**config.mk**
```make
export PLATFORM = sky130hd
export DESIGN_NAME = round_scorer
export DESIGN_NICKNAME = d
export VERILOG_FILES = /design/src/rtl/round_scorer.sv
export SDC_FILE = /design/constraint.sdc
export NUM_CORES = 1
export LEC_CHECK = 0
export ABC_CLOCK_PERIOD_IN_PS = 2900
export CAP_MARGIN = 5
export CELL_PAD_IN_SITES_DETAIL_PLACEMENT = 1
export CELL_PAD_IN_SITES_GLOBAL_PLACEMENT = 2
export CORE_MARGIN = 8
export CORE_UTILIZATION = 32
export CTS_BUF_LIST = sky130_fd_sc_hd__clkbuf_2
export CTS_CLUSTER_SIZE = 28
export DETAILED_ROUTE_END_ITERATION = 10
export PLACE_DENSITY_LB_ADDON = 0.1
export SLEW_MARGIN = 20
export SYNTH_ARGS = -nofsm -noshare
export SYNTH_HDL_FRONTEND = slang
export SYNTH_SLANG_ARGS = --single-unit
```
**constraint.sdc**
```tcl
create_clock -name Clk -period 2.9 [get_ports Clk]
set_input_delay 0.58 -clock Clk [delete_from_list [all_inputs] [get_ports Clk]]
set_output_delay 0.58 -clock Clk [all_outputs]
set_load 0.01 [all_outputs]
```
**src/rtl/round_scorer.sv**
```systemverilog
// rtl/round_scorer.sv - round/match score keeper for a two-player trail game
// Optional frame-counted post-crash hold enabled by defining ROUND_HOLD_EN.
module round_scorer #(
    parameter int WIN_SCORE   = 3,
    parameter int HOLD_FRAMES = 60
) (
    input  logic       Clk,
    input  logic       Reset,
    input  logic       Reset_Game,
    input  logic [2:0] Game_State,
    input  logic       frame_tick,
    input  logic       Blue_Crash,
    input  logic       Red_Crash,
    output logic       Reset_Round,
    output logic       Blue_W,
    output logic       Red_W,
    output logic [3:0] Blue_Score,
    output logic [3:0] Red_Score,
    output logic [1:0] round_winner
);

    localparam logic [3:0] WIN       = 4'(WIN_SCORE);
    localparam logic [7:0] HOLD_LOAD = 8'(HOLD_FRAMES);

    localparam logic [2:0] GS_MENU    = 3'd0;
    localparam logic [2:0] GS_STARTED = 3'd2;

    localparam logic [1:0] RW_NONE = 2'd0;
    localparam logic [1:0] RW_BLUE = 2'd1;
    localparam logic [1:0] RW_RED  = 2'd2;
    localparam logic [1:0] RW_DRAW = 2'd3;

    typedef enum logic [1:0] {
        IDLE       = 2'd0,
        PLAY       = 2'd1,
        HOLD       = 2'd2,
        MATCH_DONE = 2'd3
    } state_t;

    state_t     state;
    state_t     state_nxt;
    logic [7:0] hold_cnt;
    logic [7:0] hold_cnt_nxt;

    logic       reset_round_nxt;
    logic       blue_w_nxt;
    logic       red_w_nxt;
    logic [3:0] blue_score_nxt;
    logic [3:0] red_score_nxt;
    logic [1:0] round_winner_nxt;

    logic       clear;
    logic       in_round;
    logic       any_crash;
    logic       hold_done;
    logic       match_blue;
    logic       match_red;
    logic       match_won;

    function automatic logic [3:0] sat_inc(input logic [3:0] v);
        return (v == 4'hF) ? v : v + 4'd1;
    endfunction

    assign clear     = Reset_Game || (Game_State == GS_MENU);
    assign in_round  = (Game_State == GS_STARTED);
    assign any_crash = Blue_Crash || Red_Crash;

`ifdef ROUND_HOLD_EN
    // The outcome is issued on the tick that takes the counter to zero.
    assign hold_done = ((hold_cnt == 8'd1) && frame_tick) || (hold_cnt == 8'd0);
`else
    assign hold_done = 1'b1;
`endif

    // If both players sit at the target (scores carried over), the last round's winner takes it.
    assign match_blue = (Blue_Score == WIN) && !((Red_Score == WIN) && (round_winner == RW_RED));
    assign match_red  = (Red_Score == WIN) && !match_blue;
    assign match_won  = match_blue || match_red;

    always_ff @(posedge Clk or negedge Reset) begin
        if (!Reset) begin
            state        <= IDLE;
            hold_cnt     <= 8'd0;
            Reset_Round  <= 1'b0;
            Blue_W       <= 1'b0;
            Red_W        <= 1'b0;
            Blue_Score   <= 4'd0;
            Red_Score    <= 4'd0;
            round_winner <= RW_NONE;
        end else begin
            state        <= state_nxt;
            hold_cnt     <= hold_cnt_nxt;
            Reset_Round  <= reset_round_nxt;
            Blue_W       <= blue_w_nxt;
            Red_W        <= red_w_nxt;
            Blue_Score   <= blue_score_nxt;
            Red_Score    <= red_score_nxt;
            round_winner <= round_winner_nxt;
        end
    end

    always_comb begin
        state_nxt = state;
        if (clear) begin
            state_nxt = IDLE;
        end else begin
            case (state)
                IDLE: begin
                    if (in_round) state_nxt = PLAY;
                end
                PLAY: begin
                    if (!in_round)     state_nxt = IDLE;
                    else if (any_crash) state_nxt = HOLD;
                end
                HOLD: begin
                    if (!in_round)      state_nxt = IDLE;
                    else if (hold_done) state_nxt = match_won ? MATCH_DONE : IDLE;
                end
                MATCH_DONE: begin
                    if (!in_round) state_nxt = IDLE;
                end
                default: state_nxt = IDLE;
            endcase
        end
    end

    always_comb begin
        hold_cnt_nxt     = hold_cnt;
        reset_round_nxt  = 1'b0;
        blue_w_nxt       = Blue_W;
        red_w_nxt        = Red_W;
        blue_score_nxt   = Blue_Score;
        red_score_nxt    = Red_Score;
        round_winner_nxt = round_winner;
        if (clear) begin
            hold_cnt_nxt     = 8'd0;
            blue_w_nxt       = 1'b0;
            red_w_nxt        = 1'b0;
            blue_score_nxt   = 4'd0;
            red_score_nxt    = 4'd0;
            round_winner_nxt = RW_NONE;
        end else begin
            case (state)
                PLAY: begin
                    if (in_round && any_crash) begin
                        hold_cnt_nxt = HOLD_LOAD;
                        if (Blue_Crash && Red_Crash) begin
                            round_winner_nxt = RW_DRAW;
                        end else if (Red_Crash) begin
                            blue_score_nxt   = sat_inc(Blue_Score);
                            round_winner_nxt = RW_BLUE;
                        end else begin
                            red_score_nxt    = sat_inc(Red_Score);
                            round_winner_nxt = RW_RED;
                        end
                    end
                end
                HOLD: begin
                    if (!in_round) begin
                        hold_cnt_nxt = 8'd0;
                    end else if (hold_done) begin
                        hold_cnt_nxt = 8'd0;
                        if (match_won) begin
                            blue_w_nxt = match_blue;
                            red_w_nxt  = match_red;
                        end else begin
                            reset_round_nxt = 1'b1;
                        end
                    end else if (frame_tick && (hold_cnt != 8'd0)) begin
                        hold_cnt_nxt = hold_cnt - 8'd1;
                    end
                end
                MATCH_DONE: begin
                    if (!in_round) begin
                        blue_w_nxt = 1'b0;
                        red_w_nxt  = 1'b0;
                    end
                end
                default: begin
                    hold_cnt_nxt = 8'd0;
                end
            endcase
        end
    end

endmodule

```
[Yosys cells after proc, flatten, opt, wreduce, memory -nomap -nowiden]
Index checks and enable logic that the tools add are counted.
W data, S select, Z words.
Operators by class
  $add $sub $neg: 2
  equal/unequal tests: 18
  multiplexer cells: 38
  reductions and logical operators: 21
Operator list (count)
  $mux W4: 12
  $mux W2: 12
  $ne A3 B3 Y1 const B: 4
  $mux W1: 11
  $reduce_and A5 Y1: 2
  $add A4 B1 Y4 const B: 2
  $eq A4 B2 Y1 const B: 2
  $eq A4 B4 Y1 const B: 2
  $pmux W2 S4: 1
  $eq A2 B2 Y1 const B: 3
  $ne A2 B2 Y1 const B: 3
  $reduce_bool A2 Y1: 3
  $logic_and A1 B1 Y1: 5
  $ne A4 B4 Y1 const B: 1
  $pmux W1 S2: 2
  $reduce_and A4 Y1: 1
  $eq A3 B2 Y1 const B: 1
  $logic_not A3 Y1: 1
  $logic_or A1 B1 Y1: 3
  $reduce_and A3 Y1: 1
  $reduce_bool A3 Y1: 1
  $eq A2 B1 Y1 const B: 1
  $logic_not A1 Y1: 2
  $logic_not A2 Y1: 1
  2 further kinds: 2
Storage, ports and cells
  flip-flop bits (word level): 15
  bits of input ports: 9
  output and inout bits: 13
  word-level logic and storage cells: 86

[Logic depth before layout (Yosys ltp)]
Gate-level depths: netlist of the first run.
  depth in word-level cells: 11
  gate-level depth with buffers: 5
  mapped depth without buffers: 5

[Worst setup path before layout of the first run]
OpenSTA, ideal clock, no wires.
  kind: flip-flop to flip-flop
  start point: register Red_Score[0]
  end point: register Blue_W
  setup time: 0.125 ns
  data arrival time: 1.655 ns
  required time: 2.775 ns
  setup slack: 1.120 ns
  cell stages (with the launch flop): 6
  buffers on the path: 0
  period minus slack after synthesis: 1.780 ns
  path through: dfrtp_1 > ha_1 > or3b_1 > o21ba_2 > and3_1 > mux2_2
On the way
  longest elaborated chain between the ends: 9
  elaborated cells on any way between the ends: 13
  those cells by class: eq/ne: 2; mux: 4; reduce/logical: 7
Ends and longest elaborated chain
  from (decl): line 18  | output logic [3:0] Red_Score,
  from (signal assigned): line 97  | Red_Score <= red_score_nxt;
  $eq A4 B2 Y1 *: line 76, 77
  $logic_and A1 B1 Y1: line 76  | assign match_blue = (Blue_Score == WIN) && !((Red_Score == WIN) && (round_winner == RW_RED));
  $logic_not A1 Y1: line 76
  $logic_and A1 B1 Y1: line 76
  $logic_not A1 Y1: line 77  | assign match_red = (Red_Score == WIN) && !match_blue;
  $logic_and A1 B1 Y1: line 77
  $logic_or A1 B1 Y1: line 78  | assign match_won = match_blue || match_red;
  $ne A3 B3 Y1 (no source line)
  $reduce_and A4 Y1 (no source line)
  to (signal assigned): line 94  | Blue_W <= blue_w_nxt;
  to (decl): line 15  | output logic Blue_W,
Mark *: on every way between the ends. The rest lies on a longest branch, timed or not. The select of a mux whose other input is x is not followed.
A chain may end at the register's enable or synchronous reset.

[Worst setup path after layout of the first run]
  start point: input port Game_State[1]
  end point: register Blue_W
On the way
  longest elaborated chain between the ends: 4
  elaborated cells on any way between the ends: 9
  those cells by class: eq/ne: 4; mux: 1; reduce/logical: 4
Ends and longest elaborated chain
  from (decl): line 10  | input logic [2:0] Game_State,
  $logic_not A3 Y1: line 64  | assign clear = Reset_Game || (Game_State == GS_MENU);
  $logic_or A1 B1 Y1: line 64
  $ne A3 B3 Y1 (no source line) / $reduce_bool A3 Y1 (equally long branches)
  $reduce_and A4 Y1 (no source line)
Several ways; a longest one is shown, not always the timed one.

==> run metrics, run 1 <==
Initial DRC Count=31; Finished Core Util=44.0%; Slew Limit Fails=0; status=completed; Post-DP HPWL=1770 um; Die Span Y=66.8 um; Leakage Power=0.443 nW; Area contributors post-synth=dfrtp_1, nor2_1, nand2_1; share of the synthesized area in the top cell type=45.4%; pwr/cell area=326 mW/mm^2; pin count of the biggest net entering global routing=16; PostCTS Resize Cnt=0; number of global-route vias before repair=851; worst slew pin tran=0.702 ns; Port Buf Inserts=20; area grow syn2layout=30.7%; DRC violations left=0; vias per cell=5.39; final hold viol count=0; Die X-Extent=66.8 um; drt total wl=2260 um; remaining global-route overflow=0; ratio of cells with drive above 1 in the final layout=11.2%; crit-path max cell delay=0.63 ns; crit-path leading delay family=buffers and inverters; TritonRoute pass-1 iters=4; H-tree depth=1; GRT Util Overall=11.4%; Die ar.=0.00447 sq mm; Hold Crit Class=register to register; synth cell count leaders=dfrtp_1, nor2_1, nand2_1; row count=18; CP bufs+invs=1; skew final=0.000951 ns; number of enable flip-flop cells after synthesis=0; Clock Pin Slew Worst Setup and Hold Paths=0.16 ns; Synth area leader=dfrtp_1; # setup viols final=0; most frequent cell after synthesis=dfrtp_1; Seq cells post-synth=15; initial antenna violation count=0; Max-slew headroom=53.1%; crit share post-route=72.2%; first-pass GRT wire length=3990 um; RSZ-0062 raised after global routing=false; clk_lat worst skew=0.29 ns; synthesized instance count=84; CP cell instances=clkdlybuf4s50_1 > nor3_1 > or2_2 > a211o_1 > mux2_2; filler cell count=294; crit path launch type=input pin; num ports=22; DR WL/cell=16.5 um; unique cell type count in the Yosys netlist=32; asr flop ratio synth=100%; Syn Nets=95; CP endpoint kind=register; Main synth FF type=dfrtp_1; gpl congestion=0.729; clk root buf=clkbuf_2; slowest stage cell, crit path=clkdlybuf4s50_1; core footprint=0.00245 sq mm; Post-CTS Setup Inserts=0; CTS Buf Count=3; via count=738; sequential area share after synthesis=45.4%; # hold bufs at CTS=0; crit path time final=2.09 ns; critical path arrival=2.29 ns; VDD IR-drop max=0.185 mV; initial cell density of the core=33.7%; antenna viol nets, final=0; clock buffer depth=2; CTS tree=done; # diodes=0; CP required=3.10 ns; Final Net Count=119; critical path class=input pin to register; Synth Cell Area=827 sq um; critical-path maximum fanout=11; setup TNS=0 ns; clock tree sinks=15; Synth warnings=0; Post-Syn Area per Cell=9.85 sq um; Max-cap violations=0; highest clock rate=0.478 GHz
## through the flow
| step | setup slack (ns) | std cells | power (mW) | hold WS, ns | instance area, sq um |
|---|---|---|---|---|---|
| after floorplan | 1.12 | 84 | 0.225 | 0.284 | 827 |
| after global placement | 0.492 | 133 | 0.247 | 0.495 | 1060 |
| after detailed placement | 0.476 | 133 | 0.248 | 0.498 | 1060 |
| after CTS | 0.823 | 137 | 0.358 | 0.538 | 1080 |
| after global routing | 0.793 | 137 | 0.372 | 0.566 | 1080 |
| final | 0.807 | 137 | 0.353 | 0.531 | 1080 |
## cell families after synthesis
logic type / share of synthesized area, %
adder cells (fa/ha/maj): 3.03
AO/OA/AOI/OAI: 13.8
XOR/XNOR: 2.12
AND/OR/NAND/NOR: 30.4
multiplexers: 3.93
buffers and inverters: 1.36
flip-flops: 45.4
## worst register-to-register path, delay by kind of cell (launching register included)
family	cells	cell delay, ns
AO/OA/AOI/OAI	1	0.25
AND/OR/NAND/NOR	2	0.62
multiplexers	1	0.26
adder cells (fa/ha/maj)	1	0.23
flip-flops	1	0.44
## area by class of cell
class	instances	area [sq um]	share of cell area, %
Tap cell	30	37.5	3.47
Multi-Input combinational cell	66	440	40.7
Timing Repair Buffer	20	200	18.5
Inverter	2	7.51	0.694
Clock buffer	4	20.0	1.85
Sequential cell	15	375	34.7
## report_power, final
part | switching (mW) | leakage, nW | total [mW] | internal, mW
registers | 0.000999 | 0.209 | 0.211 | 0.210
clock network | 0.0728 | 0.0166 | 0.109 | 0.0366
logic | 0.0195 | 0.217 | 0.0327 | 0.0132
total | 0.0933 | 0.443 | 0.353 | 0.260
## path summary, 6_finish.rpt
path                       slack (ns)  cells after the start          start       end
hold / removal                   0.53                      1         Blue_W    Blue_W
max in group asynchronous        1.78                      1          Reset  state[0]
setup reg to reg                 1.03                      5   Red_Score[0]    Blue_W
min in group asynchronous        0.69                      1          Reset     Red_W
setup / recovery                 0.81                      5  Game_State[1]    Blue_W
hold reg to reg                  0.53                      1         Blue_W    Blue_W
## registers in the layout (all words and copies together) (netlist names)
signal,count
round_winner,2
state,2
Reset_Round,1
Red_W,1
Blue_W,1
Blue_Score,4
Red_Score,4
## metal layers
metal  wire (um)  track usage [%]
met5           0                0
met4           0             4.00
met3         102             2.35
met2        1180             19.7
met1         977             13.6
## cells in the final DEF, fill, tap and decap left out, drive strengths merged, types with 2 or more instances in the layout
cell type / netlist / layout
a21oi: 5 / 5
mux2: 2 / 2
nand2: 7 / 7
a31oi: 2 / 2
clkdlybuf4s50: 0 / 20
xor2: 2 / 2
nor4b: 3 / 3
nor3: 4 / 4
or3b: 2 / 2
o21ai: 4 / 4
inv: 2 / 2
nor2: 10 / 10
ha: 2 / 2
clkbuf: 1 / 4
a211oi: 3 / 3
nand4: 2 / 2
nand3: 5 / 5
dfrtp: 15 / 15
or3: 2 / 2
(Power assumes the default switching activity.)
==> inputs of run 2 (changes only) <==
--- a/config.mk
+++ b/config.mk
@@ -5,12 +5,12 @@
 export SDC_FILE = /design/constraint.sdc
 export NUM_CORES = 1
 export LEC_CHECK = 0
-export ABC_CLOCK_PERIOD_IN_PS = 2900
+export ABC_CLOCK_PERIOD_IN_PS = 1790
 export CAP_MARGIN = 5
 export CELL_PAD_IN_SITES_DETAIL_PLACEMENT = 1
 export CELL_PAD_IN_SITES_GLOBAL_PLACEMENT = 2
 export CORE_MARGIN = 8
-export CORE_UTILIZATION = 32
+export CORE_UTILIZATION = 27
 export CTS_BUF_LIST = sky130_fd_sc_hd__clkbuf_2
 export CTS_CLUSTER_SIZE = 28
 export DETAILED_ROUTE_END_ITERATION = 10
==> constraint.sdc (replaced) <==
create_clock -name Clk -period 1.79 [get_ports Clk]
set_input_delay 0.358 -clock Clk [delete_from_list [all_inputs] [get_ports Clk]]
set_output_delay 0.358 -clock Clk [all_outputs]
set_load 0.01 [all_outputs]
==> run metrics, run 2 (synthesized netlist as in run 1, its figures left out) <==
status=completed; crit-path leading delay family=buffers and inverters; Max-cap violations=0 (unchanged); critical path arrival=1.35 ns (-0.94 ns); DRC violations left=0 (unchanged); reg2reg path depth=5 (unchanged); slowest stage cell, crit path=clkdlybuf4s50_1; vias per cell=5.02 (-6.7%); Die X-Extent=71.3 um (+6.7%); CP endpoint kind=primary output; antenna viol nets, final=0 (unchanged); clk_lat worst skew=0.29 ns (about the same); Final Net Count=143 (+20%); # hold bufs at CTS=0 (unchanged); core footprint=0.00298 sq mm (+21%); num ports=22 (unchanged); critical path class=register to primary output; Hold Crit Class=input pin to asynchronous set/reset pin; critical-path maximum fanout=3 (-8); most frequent cells in the layout=buf_4, clkdlybuf4s50_1, dfrtp_1; placed cell areas=0.00123 sq mm (+16%); GRT Util Overall=10.7% (-0.78 points); M1 GR Usage=11.9% (-1.6 points); drt total wl=2500 um (+10%); met3 Use GR=4.18% (+1.8 points); Port Buf Inserts=20 (unchanged); CTS tree=done; skew final=0.00664 ns (+0.00569 ns); Post-DP HPWL=1990 um (+12%); CTS Buf Count=3 (unchanged); Slew Limit Fails=0 (unchanged); Largest regs=Blue_Score: 4 flops, Red_Score: 4 flops; most common cell after layout, fill and taps aside=buf_4; final hold viol count=0 (unchanged); clk root buf=clkbuf_2; initial cell density of the core=27.8% (-5.9 points); number of global-route vias before repair=936 (+10%); worst slew pin tran=0.336 ns (-0.365 ns); Initial DRC Count=25 (-19%); pwr/cell area=451 mW/mm^2 (+38%); Leakage Power=0.589 nW (+33%); Reg2Reg Setup Slack=0.09 ns (-0.94 ns); initial antenna violation count=0 (unchanged); Finished Core Util=43.2% (-0.80 points); crit path time final=1.70 ns; Die Span Y=71.3 um (+6.7%); Reg-to-Reg Start=Red_Score[1]; Max-slew headroom=77.3% (+24 points); setup TNS=0 ns (unchanged); reg2reg end=Blue_W; area grow syn2layout=55.7%; H-tree depth=1 (unchanged); RSZ-0062 raised after global routing=false; clock tree sinks=15 (unchanged); pin count of the biggest net entering global routing=16 (unchanged); via count=824 (+12%); DR WL/cell=15.2 um (-7.8%); post-route cell area=0.00129 sq mm (+19%); TritonRoute pass-1 iters=4 (unchanged); Die ar.=0.00509 sq mm (+14%); Worst Hold Slack=0.360 ns (-0.170 ns); crit share post-route=95.2%; clock buffer depth=2 (unchanged); # diodes=0 (unchanged); remaining global-route overflow=0 (unchanged); highest clock rate=0.587 GHz; CP required=1.43 ns (-1.67 ns); crit-path max cell delay=0.54 ns (-0.09 ns); GR peak layer=met2; gpl congestion=0.847 (+16%); grt met2 use=17.3% (-2.4 points); ratio of cells with drive above 1 in the final layout=29.8% (+19 points); crit path launch type=register; CP bufs+invs=2 (+1); first-pass GRT wire length=4280 um (+7.4%); # setup viols final=0 (unchanged); CP cell instances=buf_4 > clkdlybuf4s50_1; row count=20 (+2); VDD IR-drop max=0.247 mV (+34%); Clock Pin Slew Worst Setup and Hold Paths=0.15 ns (about the same)
==> run 2: timing repair <==
item                       4_1_cts  5_1_grt
buffers inserted                 0        2
hold endpoints to repair         0        0
setup endpoints to repair        0        2
gates resized for setup          0        6
==> run 2: worst max path at each step <==
stage,cells past startpoint,slack [ns],from,endpoint
floorplan,5,0.01,Red_Score[0],Blue_W
global placement,5,-0.22,Game_State[0],Red_W
detailed placement,5,-0.24,Game_State[0],Red_W
CTS,5,0.005,Blue_Score[1],Red_W
global route,2,0.007,Red_Score[0],Red_Score[0]
finish,2,0.09,Red_Score[0],Red_Score[0]
==> run 2: power breakdown <==
group,leakage (nW),switching (mW),internal (mW)
clock network,0.0164,0.115,0.0505
logic,0.363,0.0364,0.0376
registers,0.209,0.00164,0.340
total,0.589,0.153,0.428
==> run 2: final cells by class <==
| cell class | instances | area [sq um] |
|---|---|---|
| Fill cell | 368 | 1690 |
| Multi-Input combinational cell | 66 | 460 |
| Timing Repair Buffer | 44 | 383 |
| Sequential cell | 15 | 375 |
| Tap cell | 33 | 41.3 |
| Clock buffer | 3 | 15.0 |
| Inverter | 2 | 7.51 |
| Clock inverter | 1 | 5.00 |
==> run 2: per-layer routing <==
layer / wire length (um) / share of wire, % / vias to the layer above
li1: - / - / 403
met1: 1150 / 46 / 401
met2: 1120 / 45 / 16
met3: 190 / 7.6 / 4
met4: 36 / 1.4 / 0
met5: 0 / 0 / -
==> run 2: per-stage QoR <==
stage | power (mW) | worst slack [ns] | instances
2_1_floorplan | 0.364 | 0.0102 | 84
3_3_place_gp | 0.422 | -0.221 | 158
3_5_place_dp | 0.423 | -0.240 | 158
4_1_cts | 0.594 | 0.00457 | 162
5_1_grt | 0.617 | 0.00704 | 164
6_report | 0.581 | 0.0857 | 164
==> inputs of run 3 (changes only) <==
--- a/config.mk
+++ b/config.mk
@@ -7,14 +7,12 @@
 export LEC_CHECK = 0
 export ABC_CLOCK_PERIOD_IN_PS = 1790
 export CAP_MARGIN = 5
-export CELL_PAD_IN_SITES_DETAIL_PLACEMENT = 1
-export CELL_PAD_IN_SITES_GLOBAL_PLACEMENT = 2
 export CORE_MARGIN = 8
-export CORE_UTILIZATION = 27
+export CORE_UTILIZATION = 44
 export CTS_BUF_LIST = sky130_fd_sc_hd__clkbuf_2
 export CTS_CLUSTER_SIZE = 28
 export DETAILED_ROUTE_END_ITERATION = 10
-export PLACE_DENSITY_LB_ADDON = 0.1
+export PLACE_DENSITY = 0.77
 export SLEW_MARGIN = 20
 export SYNTH_ARGS = -nofsm -noshare
 export SYNTH_HDL_FRONTEND = slang
==> run metrics, run 3 (synthesized netlist as in run 1, its figures left out) <==
status=completed; # diodes=0 (unchanged); clock tree sinks=15 (unchanged); filler cell count=133 (-64%); Post-CTS Setup Inserts=0 (unchanged); clk root buf=clkbuf_2; pwr/cell area=483 mW/mm^2 (+7.0%); pin count of the biggest net entering global routing=16 (unchanged); Port Buf Inserts=20 (unchanged); Largest regs=Blue_Score: 4 flops, Red_Score: 4 flops; DRT met1 WL=926 um (-20%); highest clock rate=0.571 GHz (-2.7%); metal2 WL=1100 um (-1.3%); critical path class=input pin to register; Initial DRC Count=11 (-56%); gpl congestion=0.787 (-7.1%); ratio of cells with drive above 1 in the final layout=24.6% (-5.2 points); Die ar.=0.00352 sq mm (-31%); reg2reg path depth=5 (unchanged); H-tree depth=1 (unchanged); skew final=0.00563 ns (-0.00101 ns); DRC violations left=0 (unchanged); DR WL/cell=14.6 um (-3.9%); crit path launch type=input pin; Die X-Extent=59.4 um (-17%); clk_lat worst skew=0.30 ns (about the same); core footprint=0.00175 sq mm (-41%); TritonRoute pass-1 iters=4 (unchanged); crit path time final=1.75 ns (+0.0467 ns); row count=15 (-25%); # hold bufs at CTS=0 (unchanged); CP required=1.99 ns (+0.56 ns); VDD IR-drop max=0.471 mV (+91%); CP endpoint kind=register; met3 wire len=80 um (-58%); via count=772 (-6.3%); Finished Core Util=68.8% (+26 points); Total Power=580 uW (-0.13%); remaining global-route overflow=0 (unchanged); critical-path maximum fanout=5 (+2); critical path arrival=1.95 ns (+0.60 ns); crit share post-route=97.8% (+2.6 points); CTS tree=done; Reg area=375 sq um (unchanged); number of global-route vias before repair=770 (-18%); antenna viol nets, final=0 (unchanged); Slew Limit Fails=0 (unchanged); initial cell density of the core=47.4% (+20 points); # setup viols final=0 (unchanged); worst slew pin tran=0.320 ns (-0.0167 ns); Max-cap violations=0 (unchanged); vias per cell=5.25 (+4.5%); area grow syn2layout=45.2%; Post-DP HPWL=1670 um (-16%); final hold viol count=0 (unchanged); first-pass GRT wire length=3410 um (-20%); top routing layer used=met4; CTS Buf Count=3 (unchanged); num ports=22 (unchanged); Final Net Count=134 (-6.3%); Max-slew headroom=78.5% (+1.3 points); Die Span Y=59.4 um (-17%); most frequent cells in the layout=clkdlybuf4s50_1, dfrtp_1, buf_4; Clock Pin Slew Worst Setup and Hold Paths=0.14 ns (about the same); initial antenna violation count=0 (unchanged); clock buffer depth=2 (unchanged); GRT Util Overall=12.9% (+2.3 points); drt total wl=2150 um (-14%); Hold Crit Class=input pin to asynchronous set/reset pin; Leakage Power=0.527 nW (-11%); most common cell after layout, fill and taps aside=clkdlybuf4s50_1; area of the multi-input gates=454 sq um (-1.4%)
==> run 3: cell types whose count changed in the layout (fill, tap and decap cells not counted), sizes merged <==
cell           previous run  this run
clkdlybuf4s50            19        20
clkbuf                    3         4
buf                      24        15
clkinv                    1         0
dlymetal6s2s              1         0
==> run 3: metrics by stage <==
stage | hold WS [ns] | setup slack [ns] | TNS, ns | instances | area [sq um]
6_report | 0.346 | 0.0391 | 0 | 147 | 1200
5_1_grt | 0.369 | -0.0106 | -0.0106 | 147 | 1200
4_1_cts | 0.347 | 0.00490 | 0 | 147 | 1190
3_5_place_dp | 0.505 | -0.245 | -1.52 | 143 | 1170
3_3_place_gp | 0.500 | -0.202 | -1.12 | 143 | 1170
2_1_floorplan | 0.0624 | 0.0102 | 0 | 84 | 827
==> run 3: repair_timing <==
item / 4_1_cts / 5_1_grt
hold endpoints to repair: 0 / 0
resized for setup: 1 / 3
endpoints found under the setup margin: 2 / 2
cloned: 0 / 0
==> run 3: layout make-up <==
type | count | area share [%]
tap | 25 | 2.60
clock buffer | 4 | 1.67
timing repair buffer | 35 | 26.0
inverter | 2 | 0.625
sequential | 15 | 31.3
multi-input combinational | 66 | 37.8
==> run 3: report_power, final <==
part / internal, mW / switching [mW] / leakage (nW)
Clock: 0.0592 / 0.112 / 0.0166
Sequential: 0.340 / 0.00150 / 0.209
Combinational: 0.0338 / 0.0341 / 0.301
Total: 0.433 / 0.148 / 0.527
==> run 3: worst paths after layout <==
path	from	to	slack [ns]
max reg2reg	Red_Score[0]	Blue_W	0.05
min	Reset	Red_Score[0]	0.35
max	Game_State[0]	Red_W	0.04
min reg2reg	Blue_W	Blue_W	0.53
min in group Clk	Blue_W	Blue_W	0.53
max in group asynchronous	Reset	state[1]	1.27
==> run 3: routing by layer <==
metal	vias up	GRT usage, %
met1	366	14.4
met2	13	22.0
li1	388	-
met5	-	0
met4	0	8.19
met3	5	2.17
==> run 3: worst max-delay path: stages <==
cell,delay (ns)
clkdlybuf4s50_1,0.60
nor3_1,0.12
or2_2,0.30
a211o_1,0.28
mux2_2,0.29
==> patch 1: new RTL, flow settings as in run 3 <==
Add a define of `ROUND_HOLD_EN`.
--- a/src/rtl/round_scorer.sv
+++ b/src/rtl/round_scorer.sv
@@ -1,5 +1,7 @@
 // rtl/round_scorer.sv - round/match score keeper for a two-player trail game
 // Optional frame-counted post-crash hold enabled by defining ROUND_HOLD_EN.
+`define ROUND_HOLD_EN
+
 module round_scorer #(
     parameter int WIN_SCORE   = 3,
     parameter int HOLD_FRAMES = 60
Check against the original RTL: not equivalent (a bounded check fails within 4 cycles, from zero or initial values and one cycle with Reset low).
==> patch 1 against run 3 <==
- highest routed layer unchanged
- first-iteration DRC count grew to 7.1 times the old value
- sequential cell count rose by 8
- clock skew rose by 0.024 ns
- largest cell class unchanged
- clock power rose by 34%
- cell count is 87% higher
- setup slack got worse by 0.038 ns
- synthesized cell count rose by 94%
- sequential power increased by 58%
- cell area is 92% higher
- largest power group unchanged
- total power grew 78%
- global-route usage rose by 2.5 points
- utilization up 0.29 points
- synthesized area up 86%
- routed wire length increased by 110%
- critical endpoint is now hold_cnt[7]
==> patch 1: results (changes against run 3) <==
stage;metric;value;unit;change
synth;Synth warnings;0;;unchanged
drt;Pre-antenna DRT Iters;4;;unchanged
cts;H-tree levels;1;;unchanged
critical_path;R2R depth;6;;+1
placed_design;Final Wtd Congestion;0.925;;+18%
hold_path;worst min path class;input pin to asynchronous set/reset pin;;
sta;relative slew slack;67.9;%;-11 points
synth;Synth cell types;46;;+44%
cts;Skew-Pair Late Insertion Delay;0.37;ns;+0.07 ns
synth;Synth async-reset ratio;100;%;unchanged
pwr;Clock Power Share;22.2;%;-7.3 points
global_route;GRT Total Usage;15.4;%;+2.5 points
synth;Synth area leaders;dfrtp_1 (37%), ha_1 (8.1%), nand2_1 (3.4%);;
drt;DR top layer;met4;;
placed_design;post-place setup slack;-0.334;ns;-0.0891 ns
drt;Metal-1 WL;1890;µm;+100%
global_route;first-pass GRT wire length;6770;µm;+99%
critical_path;crit path max fanout;7;;+2
critical_path;Worst Path Arrival;2.06;ns;+0.11 ns
drt;Via density;5.48;;+4.3%
layout;Top Registers;hold_cnt: 8 flops, Blue_Score: 4 flops, Red_Score: 4 flops;;
pwr;switching power;0.324;mW;+120%
cts;Clock transition at path regs;0.26;ns;+0.12 ns
pwr;sequential power share;52.2;%;-6.6 points
pwr;Seq group;0.538;mW;+58%
drt;DRT iter0 DRCs;78;;+67
synth;Post-synth top cells;dfrtp_1 (23), nand2_1 (14), inv_1 (13), nor2_1 (12), ha_1 (10);;
synth;Seq/Total Area, Yosys;37.4;%;-8.0 points
global_route;met3 Track Usage GR;1.33;%;-0.84 points
global_route;met2 usage;26.9;%;+4.8 points
layout;post-layout net count;249;;+86%
placed_design;dpl cell area;2080;µm²;+78%
global_route;met1 Usage GRT;19.0;%;+4.6 points
synth;predominant post-synthesis flop cell;dfrtp_1;;
drt;Met2 Wirelength;2430;µm;+120%
pwr;Leakage;1.09;nW;+110%
run_status;status;completed;;
cts;Max Root-Sink Buffers;2;;unchanged
placed_design;hpwl dp;3200;µm;+92%
drt;drt total wl;4600;µm;+110%
pwr;worst vdd ir;0.309;mV;-35%
global_route;initial antenna violation count;0;;unchanged
placed_design;Port Buf Inserts;21;;+5.0%
synth;syn nets;182;;+92%
layout;share of cells above drive strength 1;36.7;%;+12 points
drt;met3 wire length;186;µm;+130%
global_route;largest net degree at the start of global routing;16;;unchanged
cts;CTS Buf Count;3;;unchanged
layout;ANT cells;0;;unchanged
global_route;vias in the first global route;1464;;+90%
sta;Fin Clk Skew;0.0294;ns;+0.0238 ns
-- patch 1: worst max-delay path: stages --
cell and delay, ns:
clkdlybuf4s50_1 0.50, or3b_1 0.52, o22ai_4 0.22, o21ai_4 0.10
nand2b_4 0.17, o31ai_4 0.18
-- patch 1: through the flow --
stage | hold slack, ns | TNS, ns | cells | utilization [%]
finish | 0.260 | 0 | 275 | 69.1
global route | 0.301 | -0.402 | 275 | 69.1
CTS | 0.286 | 0 | 267 | 63.9
detailed placement | 0.497 | -4.99 | 262 | 62.4
global placement | 0.490 | -4.25 | 262 | 62.4
floorplan | 0.0624 | 0 | 163 | -
-- patch 1: final timing paths --
check	to	slack, ns	start
hold reg to reg	Blue_W	0.56	Blue_W
min in group Clk	Blue_W	0.56	Blue_W
setup / recovery	hold_cnt[7]	0.002	Game_State[0]
max in group asynchronous	Red_Score[3]	1.04	Reset
hold / removal	Blue_W	0.26	Reset
setup reg to reg	Red_W	0.02	Blue_Score[1]
-- patch 1: timing repair --
action / in CTS / in global routing
buffers inserted: 1 / 9
gates resized for setup: 11 / 30
gates cloned: 0 / 0
endpoints found under the hold margin: 0 / 0
setup endpoints to repair: 11 / 23
pin swaps: 2 / 14
-- patch 1: cell families (layout without fill, tap and decap cells) --
kind of cell    count (synthesis)  count (layout)  synth area share [%]
compound gates                 37              37                  17.7
xor+xnor                        6               6                  3.42
fa+ha+maj                      10              10                  8.14
buf+inv                        18              84                  4.64
flops                          23              23                  37.4
mux                             5               5                  3.42
simple gates                   64              64                  25.3
-- patch 1: cell type report --
cell class	instances	area (µm²)
inverter	13	48.8
timing repair buffer	67	581
multi-input combinational	122	1020
tap	46	57.6
clock inverter	1	5.00
fill	252	1030
sequential	23	579
clock buffer	3	15.0
==> patch 2: new RTL, config.mk and constraints of run 3 <==
Made on the original files. Put one more register stage on the output `Red_W`. The value now appears one clock later. The other outputs are not delayed to match.
--- a/src/rtl/round_scorer.sv
+++ b/src/rtl/round_scorer.sv
@@ -36,6 +36,8 @@
         HOLD       = 2'd2,
         MATCH_DONE = 2'd3
     } state_t;
+
+    logic Red_W_s0;
 
     state_t     state;
     state_t     state_nxt;
@@ -83,7 +85,7 @@
             hold_cnt     <= 8'd0;
             Reset_Round  <= 1'b0;
             Blue_W       <= 1'b0;
-            Red_W        <= 1'b0;
+            Red_W_s0     <= 1'b0;
             Blue_Score   <= 4'd0;
             Red_Score    <= 4'd0;
             round_winner <= RW_NONE;
@@ -92,7 +94,7 @@
             hold_cnt     <= hold_cnt_nxt;
             Reset_Round  <= reset_round_nxt;
             Blue_W       <= blue_w_nxt;
-            Red_W        <= red_w_nxt;
+            Red_W_s0     <= red_w_nxt;
             Blue_Score   <= blue_score_nxt;
             Red_Score    <= red_score_nxt;
             round_winner <= round_winner_nxt;
@@ -128,7 +130,7 @@
         hold_cnt_nxt     = hold_cnt;
         reset_round_nxt  = 1'b0;
         blue_w_nxt       = Blue_W;
-        red_w_nxt        = Red_W;
+        red_w_nxt        = Red_W_s0;
         blue_score_nxt   = Blue_Score;
         red_score_nxt    = Red_Score;
         round_winner_nxt = round_winner;
@@ -183,5 +185,9 @@
         end
     end
 
+    always_ff @(posedge Clk) begin
+        Red_W <= Red_W_s0;
+    end
+
 endmodule
 
Check against the original RTL: not equivalent (Yosys sat finds a counterexample within 10 cycles, from zero or initial values and one cycle with Reset low).
==> patch 2 against run 3 <==
- the flow now finishes with violations (negative setup slack)
- synthesized area rose by 3.8%
- routed wire length up 3.0%
- sequential cell count increased by 1
- setup slack got worse by 0.062 ns
- die area rose by 2.7%
- cell area increased by 9.2%
- combinational power up 5.3%
- hold slack improved by 0.012 ns
- total power is 3.9% higher
- global-route usage increased by 0.62 points
- critical path type is now flop to flop
- largest cell class unchanged
- largest power group unchanged
- highest routed layer unchanged
==> patch 2: results (changes against run 3) <==
stage;metric;value;unit;change
run_status;status;finished with violations;;
run_status;failing checks;negative setup slack;;
hold_path;worst min path class;input pin to asynchronous set/reset pin;;
layout;share of cells above drive strength 1;30.3;%;+5.7 points
sta;post-route worst setup slack;-0.0231;ns;-0.0622 ns
global_route;met1 Usage GRT;14.9;%;+0.57 points
critical_path;WS Path Type;flop to flop;;
synth;Seq/Total Area, Yosys;46.1;%;+0.68 points
drt;Pre-antenna DRT Iters;4;;unchanged
critical_path;CP startpoint;Red_Score[0];;
drt;Metal-1 WL;889;µm;-4.0%
critical_path;R2R depth;5;;unchanged
layout;ANT cells;0;;unchanged
run;max_cap viols;0;;unchanged
drt;Via density;5.28;;+0.60%
critical_path;Worst Path Arrival;2.01;ns;+0.06 ns
sta;Final setup viols;2;;+2
placed_design;post-place setup slack;-0.257;ns;-0.0120 ns
synth;Synth cell types;30;;-6.3%
synth;Synth async-reset ratio;93.8;%;-6.3 points
placed_design;Port Buf Inserts;20;;unchanged
layout;fillers;150;;+13%
critical_path;Setup crit end;Red_W_s0;;
global_route;first-pass GRT wire length;3770;µm;+11%
sta;Slew @ Worst Pin;0.361;ns;+0.0418 ns
synth;Synth warnings;0;;unchanged
critical_path;max incr delay on CP;0.40;ns;-0.20 ns
global_route;vias in the first global route;874;;+14%
layout;post-layout net count;144;;+7.5%
critical_path;crit path max fanout;2;;-3
cts;CTS Buf Count;3;;unchanged
critical_path;Slowest-stage cell, CP;dfrtp_1;;
cts;Clock transition at path regs;0.16;ns;+0.02 ns
synth;syn nets;96;;+1.1%
placed_design;Final Wtd Congestion;0.851;;+8.1%
drt;DR top layer;met4;;
pwr;Leakage;0.622;nW;+18%
global_route;met3 Track Usage GR;2.58;%;+0.41 points
synth;Post-synth top cells;dfrtp_1 (15), a21oi_1 (8), nand3_1 (8), o21ai_0 (6);;
cts;clock root cell;clkbuf_2;;
drt;wire per inst;13.9;µm;-4.8%
sta;Fin Clk Skew;0.00608;ns;+0.000446 ns
drt;DRT iter0 DRCs;15;;+4
global_route;largest net degree at the start of global routing;16;;unchanged
critical_path;CP delay by family, top;simple AND/OR/NAND/NOR gates;;
cts;Post-CTS Hold Buffers;0;;unchanged
pwr;worst vdd ir;0.273;mV;-42%
cts;Max Root-Sink Buffers;2;;unchanged
drt;Met2 Wirelength;1190;µm;+8.3%
drt;met3 wire length;112;µm;+40%
cts;H-tree levels;1;;unchanged
layout;Top Registers;Blue_Score: 4 flops, Red_Score: 4 flops;;
synth;Synth area leaders;dfrtp_1 (44%), a21oi_1 (4.7%), nand3_1 (4.7%);;
placed_design;hpwl dp;1750;µm;+4.7%
global_route;GRT Total Usage;13.5;%;+0.62 points
global_route;met2 usage;24.4;%;+2.4 points
global_route;initial antenna violation count;0;;unchanged
cts;Skew-Pair Late Insertion Delay;0.29;ns;
-- patch 2: cell count changes after synthesis, moves of 2 or more --
| cell | change |
|---|---|
| a2111oi_0 | +2 |
| nor2_1 | -5 |
| buf_2 | +2 |
| nand2_1 | -2 |
| or3_1 | +2 |
| a211oi_1 | -2 |
| inv_1 | +2 |
| nand4_2 | +2 |
| o21ai_0 | +2 |
| nor4b_1 | -2 |
| nand3_1 | +3 |
| nor3_1 | -3 |
| a21oi_1 | +3 |
-- patch 2: per-stage QoR --
| stage | power [mW] | TNS [ns] | hold WS, ns | cells | area [µm²] |
|---|---|---|---|---|---|
| 6_report | 0.603 | -0.0377 | 0.359 | 159 | 1310 |
| 5_1_grt | 0.627 | -0.169 | 0.362 | 159 | 1310 |
| 3_3_place_gp | 0.440 | -1.51 | 0.367 | 152 | 1260 |
| 4_1_cts | 0.610 | -0.0640 | 0.361 | 157 | 1290 |
| 3_5_place_dp | 0.442 | -2.08 | 0.368 | 152 | 1260 |
| 2_1_floorplan | 0.395 | -0.172 | 0.0624 | 85 | 876 |
-- patch 2: cell families (layout without fill, tap and decap cells) --
kind of cell             after synthesis  in the layout  share of synthesized area, %
XOR/XNOR                               2              2                          2.04
buffers and inverters                  6             53                          2.91
flip-flops                            16             16                          46.1
adder cells (fa/ha/maj)                2              2                          2.91
AO/OA/AOI/OAI                         24             24                          19.0
AND/OR/NAND/NOR                       33             33                          24.5
multiplexers                           2              2                          2.62
-- patch 2: worst min path at each step --
stage                    endpoint  depth (start not counted)      from  slack, ns
floorplan           Blue_Score[0]                          0     Reset       0.06
global placement            Red_W                          0  Red_W_s0       0.37
detailed placement          Red_W                          0  Red_W_s0       0.37
CTS                   Reset_Round                          2     Reset       0.36
global route          Reset_Round                          2     Reset       0.36
finish                   state[1]                          2     Reset       0.36
-- patch 2: area by class of cell --
type / instances / area (µm²) / share of cell area [%]
Clock buffer: 3 / 15.0 / 1.15
Clock inverter: 1 / 3.75 / 0.286
Inverter: 4 / 15.0 / 1.15
Multi-Input combinational cell: 63 / 455 / 34.7
Sequential cell: 16 / 395 / 30.2
Tap cell: 27 / 33.8 / 2.58
Timing Repair Buffer: 45 / 393 / 30.0
-- patch 2: report_power, final --
group          internal (mW)  switching, mW
combinational         0.0364         0.0351
sequential             0.362        0.00140
clock                 0.0486          0.120
total                  0.447          0.156
-- patch 2: timing repair --
action,4_1_cts,5_1_grt
endpoints found under the setup margin,2,3
resized for setup,0,2
setup buffers,1,2
-- patch 2: worst reg2reg max path: cells and delay by family (launching register included) --
family / cells / cell delay (ns)
simple gates: 2 / 0.56
compound gates: 1 / 0.26
fa+ha+maj: 1 / 0.18
mux: 1 / 0.33
flops: 1 / 0.40
